[src/rtl/i2c_target_rx_if.sv]
// Bus-side signal bundle for the write-only I2C target: pin levels in, SDA pull-down
// and received-byte stream out.
interface i2c_target_rx_if;
    logic       scl_in;
    logic       sda_in;
    logic       sda_oe;
    logic [7:0] data_out;
    logic       data_valid;
    logic       busy;

    modport master (
        output scl_in,
        output sda_in,
        input  sda_oe,
        input  data_out,
        input  data_valid,
        input  busy
    );

    modport slave (
        input  scl_in,
        input  sda_in,
        output sda_oe,
        output data_out,
        output data_valid,
        output busy
    );
endinterface

[src/rtl/i2c_target_rx.sv]
// Write-only I2C target: oversampled SCL/SDA, START/STOP decode, 7-bit address match,
// byte ACK, and a one-cycle strobe per received data byte.
module i2c_target_rx #(
    parameter logic [6:0]  ADDR        = 7'h2A,
    parameter int unsigned SYNC_STAGES = 2
) (
    input  logic           clk,
    input  logic           rst_n,
    input  logic           ena,
    i2c_target_rx_if.slave bus
);

    typedef enum logic [2:0] {
        StIdle,
        StAddr,
        StAddrAck,
        StData,
        StDataAck,
        StIgnore
    } state_e;

    logic [SYNC_STAGES-1:0] scl_sync_q, sda_sync_q;
    logic                   scl_prev_q, sda_prev_q;
    logic                   scl_s, sda_s;
    logic                   scl_rise, scl_fall, start_det, stop_det;

    state_e     state_q, state_d;
    logic [7:0] shift_q, shift_d, shift_next;
    logic [2:0] cnt_q, cnt_d;
    logic       sda_oe_q, sda_oe_d;
    logic [7:0] data_out_q, data_out_d;
    logic       data_valid_q, data_valid_d;

    // Synchronizers reset high (idle bus level) so reset release creates no false edges.
    always_ff @(posedge clk) begin
        if (!rst_n) begin
            scl_sync_q <= '1;
            sda_sync_q <= '1;
            scl_prev_q <= 1'b1;
            sda_prev_q <= 1'b1;
        end else begin
            scl_sync_q <= {scl_sync_q[SYNC_STAGES-2:0], bus.scl_in};
            sda_sync_q <= {sda_sync_q[SYNC_STAGES-2:0], bus.sda_in};
            scl_prev_q <= scl_s;
            sda_prev_q <= sda_s;
        end
    end

    assign scl_s     = scl_sync_q[SYNC_STAGES-1];
    assign sda_s     = sda_sync_q[SYNC_STAGES-1];
    assign scl_rise  = scl_s & ~scl_prev_q;
    assign scl_fall  = ~scl_s & scl_prev_q;
    assign start_det = scl_s & scl_prev_q & sda_prev_q & ~sda_s;
    assign stop_det  = scl_s & scl_prev_q & ~sda_prev_q & sda_s;

    always_ff @(posedge clk) begin
        if (!rst_n) begin
            state_q      <= StIdle;
            shift_q      <= 8'h00;
            cnt_q        <= 3'd0;
            sda_oe_q     <= 1'b0;
            data_out_q   <= 8'h00;
            data_valid_q <= 1'b0;
        end else begin
            state_q      <= state_d;
            shift_q      <= shift_d;
            cnt_q        <= cnt_d;
            sda_oe_q     <= sda_oe_d;
            data_out_q   <= data_out_d;
            data_valid_q <= data_valid_d;
        end
    end

    always_comb begin
        state_d      = state_q;
        shift_d      = shift_q;
        cnt_d        = cnt_q;
        sda_oe_d     = sda_oe_q;
        data_out_d   = data_out_q;
        data_valid_d = 1'b0;
        shift_next   = {shift_q[6:0], sda_s};

        if (!ena) begin
            state_d  = StIdle;
            shift_d  = 8'h00;
            cnt_d    = 3'd0;
            sda_oe_d = 1'b0;
        end else if (start_det) begin
            state_d  = StAddr;
            shift_d  = 8'h00;
            cnt_d    = 3'd0;
            sda_oe_d = 1'b0;
        end else if (stop_det) begin
            state_d  = StIdle;
            shift_d  = 8'h00;
            cnt_d    = 3'd0;
            sda_oe_d = 1'b0;
        end else begin
            case (state_q)
                StAddr: begin
                    if (scl_rise) begin
                        shift_d = shift_next;
                        cnt_d   = cnt_q + 3'd1;
                        if (cnt_q == 3'd7) begin
                            state_d = (shift_next[7:1] == ADDR && !shift_next[0]) ?
                                      StAddrAck : StIgnore;
                        end
                    end
                end
                // sda_oe doubles as the ACK phase flag: first fall drives, second releases.
                StAddrAck, StDataAck: begin
                    if (scl_fall) begin
                        if (!sda_oe_q) begin
                            sda_oe_d = 1'b1;
                        end else begin
                            sda_oe_d = 1'b0;
                            state_d  = StData;
                            cnt_d    = 3'd0;
                        end
                    end
                end
                StData: begin
                    if (scl_rise) begin
                        shift_d = shift_next;
                        cnt_d   = cnt_q + 3'd1;
                        if (cnt_q == 3'd7) begin
                            data_out_d   = shift_next;
                            data_valid_d = 1'b1;
                            state_d      = StDataAck;
                        end
                    end
                end
                default: ;
            endcase
        end
    end

    assign bus.sda_oe     = sda_oe_q;
    assign bus.data_out   = data_out_q;
    assign bus.data_valid = data_valid_q;
    assign bus.busy       = (state_q == StAddrAck) || (state_q == StData) ||
                            (state_q == StDataAck);

endmodule
[src/flat_wrapper.sv]
// flat-port wrapper written by rule: the top's interface ports become plain ports
module i2c_target_rx_flat 
#(
    parameter logic [6:0]  ADDR        = 7'h2A,
    parameter int unsigned SYNC_STAGES = 2
)
  (clk, rst_n, ena, bus_scl_in, bus_sda_in, bus_sda_oe, bus_data_out, bus_data_valid, bus_busy);
  i2c_target_rx_if bus_i ();
  input  logic clk;
  input  logic rst_n;
  input  logic ena;
  input wire logic [$bits(bus_i.scl_in)-1:0] bus_scl_in;
  input wire logic [$bits(bus_i.sda_in)-1:0] bus_sda_in;
  output wire logic [$bits(bus_i.sda_oe)-1:0] bus_sda_oe;
  output wire logic [$bits(bus_i.data_out)-1:0] bus_data_out;
  output wire logic [$bits(bus_i.data_valid)-1:0] bus_data_valid;
  output wire logic [$bits(bus_i.busy)-1:0] bus_busy;
  assign bus_i.scl_in = bus_scl_in;
  assign bus_i.sda_in = bus_sda_in;
  assign bus_sda_oe = bus_i.sda_oe;
  assign bus_data_out = bus_i.data_out;
  assign bus_data_valid = bus_i.data_valid;
  assign bus_busy = bus_i.busy;
  i2c_target_rx #(.ADDR(ADDR), .SYNC_STAGES(SYNC_STAGES)) u_core (.clk(clk), .rst_n(rst_n), .ena(ena), .bus(bus_i));
endmodule
[config.mk]
export PLATFORM = sky130hd
export DESIGN_NAME = i2c_target_rx_flat
export DESIGN_NICKNAME = d
export VERILOG_FILES = /design/src/rtl/i2c_target_rx_if.sv /design/src/rtl/i2c_target_rx.sv /design/src/flat_wrapper.sv
export SDC_FILE = /design/constraint.sdc
export NUM_CORES = 1
export LEC_CHECK = 0
export BUFFER_PORTS_ARGS = -buffer_cell sky130_fd_sc_hd__buf_2
export CAP_MARGIN = 15
export CORE_UTILIZATION = 50
export CTS_CLUSTER_SIZE = 40
export DETAILED_ROUTE_END_ITERATION = 12
export GPL_TIMING_DRIVEN = 0
export PLACE_DENSITY = 0.7
export SYNTH_ARGS = -nofsm -noshare
export SYNTH_HDL_FRONTEND = slang
export SYNTH_SLANG_ARGS = --single-unit
[constraint.sdc]
create_clock -name clk -period 3.63 [get_ports clk]
set_clock_uncertainty 0.15 [all_clocks]
set_input_delay 0.5445 -clock clk [delete_from_list [all_inputs] [get_ports clk]]
set_output_delay 0.5445 -clock clk [all_outputs]
set_load 0.03 [all_outputs]
==> impl_results.md <==
- Status: finished, final reports clean
- CP Max Fanout: 10
- Largest net degree at the start of global routing: 11
- Antenna Nets Post-Route: 0
- Post-synth EDFFs: 0
- Mapped Nets: 143
- Total Power: ~540 uW
- Distinct cell type count after synthesis: 38
- Crit-path cells: buf_2, nand2b_1, o21ai_0, buf_2
- Setup WS pre-CTS: roughly 1.9 ns
- Initial Utilization: 0.553
- Sequential fraction of the synthesis area: 0.453
- GRT Total Usage: 0.211
- IO buf count: 15
- Leakage: about 0.51 nW
- CTS tree: built
- Req. time, crit path: 2.94 ns
- Fillers: between 150 and 200
- Core Util, Final: 0.624
- Die Area: between 2000 and 3000 um^2
- Grt met3 use: 0.0638
- Met2 usage: 0.316
- Global-route wire length before repair: between 4000 and 5000 um
- Slowest stage delay, CP: approximately 0.32 ns
- Post-Synthesis Cell Area: roughly 1300 um^2
- Worst VDD drop: 0.000261 V
- Clock Root Buffer: clkbuf_4
- Mean area per synthesized cell: between 9 and 10 um^2
- Period minus WS final: approximately 2.1 ns
- Final setup TNS: 0 ns
- Fmax: 482 MHz
- Drt via density: ~5.5
- Num CTS Buffers: 5
- Arrival time worst endpoint: around 1.4 ns
- Hold_buf cts: 0
- Met1 Use GR: 0.264
- Share of cells above drive strength 1: 0.209
- Top cells by count, synth: dfxtp_1 (29), nand2_1 (20), a21oi_1 (12)
- Max-slew violation count: 0
- Slew headroom: 0.765
- Largest area contributor in the netlist: dfxtp_1
- Critical path type: reg2out
- Initial DRC count: 28
- Placed Cells: 179
- Count leader, synth: dfxtp_1
- Synth Flop Type: dfxtp_1
- Cell row count: 17
- Vias in the first global route: 939
- Core area: approximately 2300 um^2
- H-tree depth: 2
- Cell mode on critical path: buf_2
- GPL Wtd Cong: about 0.84
- Layout area overhead: 12.9%
- Die Y: roughly 53 um
- # diodes: 0
- Yosys warning count: 0
- Placement Cell Area: about 1400 um^2
- Final WL: approximately 2500 um
- Crit path launch type: flip-flop
- Nets: around 170
- Clock Latency Late Sink: 0.33 ns
- Setup bufs post-CTS: 0
- Die X: 52.6 um
- Sequential cell area: approximately 580 um^2
- Total grt overflow: 0
- Tcrit/Tclk final: 0.571
- CP max-delay cell: dfxtp_1
- Via count: 1021
- Post-route cell area: between 1000 and 1500 um^2
- Crit. End Element: primary output
- Residual DRC: 0
- Synth async-reset ratio: 0
- Post-route setup slack: roughly 1.6 ns
- Measured slew at the worst slew-check pin: between 0.3 and 0.4 ns
- Synth Register Bits: 29
- Main area contributors after synthesis: dfxtp_1 (45%), mux2i_1 (6.2%), nand2_1 (5.9%), a21oi_1 (4.7%), nor2b_1 (4.4%)
- Final HPWL DP: approximately 1800 um
- Clock sink count: 29
- Post-cts sizing count: 0
- Ports: 16
- Bufs on Longest Clock Path: 2
- Pwr dens: roughly 370 nW/um^2
- Post-Syn Instances: between 100 and 150
- Layout Cells excl Fill: between 150 and 200
- CTS clock-pin slew for the worst setup and hold paths: around 0.09 ns
- First-pass iteration count of the detailed router: 4
- Most used routing layer: met2
- Wire per inst: ~13 um
- Area share of the largest cell type after synthesis: 0.453
- Multi-input gate area: approximately 650 um^2
- Min Hold Slack: 0.253 ns
- Fin. Hold Viols: 0
- Max_cap viols: 0
- Final setup violation count: 0
- Initial antenna violation count: 0
- Hold Path Class: in2reg
- Unrepaired setup endpoints after global routing: false
==> where the power goes <==
group	total, mW	internal [mW]	switching (mW)
sequential	0.324	0.321	0.00316
clock	0.195	0.0912	0.104
combinational	0.0165	0.00741	0.00905
total	0.536	0.419	0.116
==> path summary, 6_finish.rpt <==
path	start	end	slack (ns)	depth (start not counted)
setup / recovery	u_core.state_q[1]	bus_busy	1.56	4
setup reg to reg	u_core.cnt_q[0]	u_core.bus.data_out[1]	1.93	6
hold / removal	bus_scl_in	u_core.scl_sync_q[0]	0.25	2
hold reg to reg	u_core.scl_sync_q[0]	u_core.scl_sync_q[1]	0.28	1
==> area by class of cell <==
cell class,count,area share
sequential,29,0.401
multi-input combinational,96,0.449
inverter,4,0.0104
tap,28,0.0242
clock buffer,7,0.0380
buffer,7,0.0251
timing repair buffer,15,0.0519
==> state kept, by name (all words and copies together) (netlist names) <==
signal and cells:
u_core.sda_sync_q 2, u_core.shift_q 7, u_core.sda_prev_q 1, u_core.bus.sda_oe 1, u_core.bus.data_out 8, u_core.state_q 3
u_core.scl_sync_q 2, u_core.cnt_q 3, u_core.scl_prev_q 1, u_core.bus.data_valid 1
==> cells by family (layout without fill, tap and decap cells) <==
group | after synthesis | in the layout | share of synthesized area
and+or+nand+nor | 54 | 54 | 0.257
xor gates and xnor gates | 2 | 2 | 0.0137
DFF | 29 | 29 | 0.453
AOI/OAI and AO/OA | 30 | 30 | 0.155
adders and majority gates | 2 | 2 | 0.0195
buffers and inverters | 11 | 33 | 0.0400
muxes | 8 | 8 | 0.0624
==> metal layers <==
metal	part of all wire	vias up	wire, um
li1	-	530	-
met1	0.49	458	1210
met2	0.44	27	1090
met3	0.054	6	134
met4	0.019	0	48
met5	0	-	0
==> cells in the final DEF, fill, tap and decap left out, types with 2 or more instances in the layout <==
master	count
nand4bb_1	2
nand3_1	4
mux2i_1	8
ha_1	2
nand4_1	3
nor2_1	2
a21oi_1	12
clkbuf_1	2
nor2b_1	9
o21ai_0	2
nand2b_1	7
dfxtp_1	29
inv_1	4
clkbuf_4	5
buf_2	20
and4bb_2	2
a31oi_1	3
nand2_1	20
==> worst max-delay path, delay by kind of cell (launching register included) <==
family	cells	cell delay (ns)
AO/OA/AOI/OAI	1	0.16
buffers and inverters	2	0.37
flip-flops	1	0.32
AND/OR/NAND/NOR	1	0.20
Power figures use the tool's default switching activity.
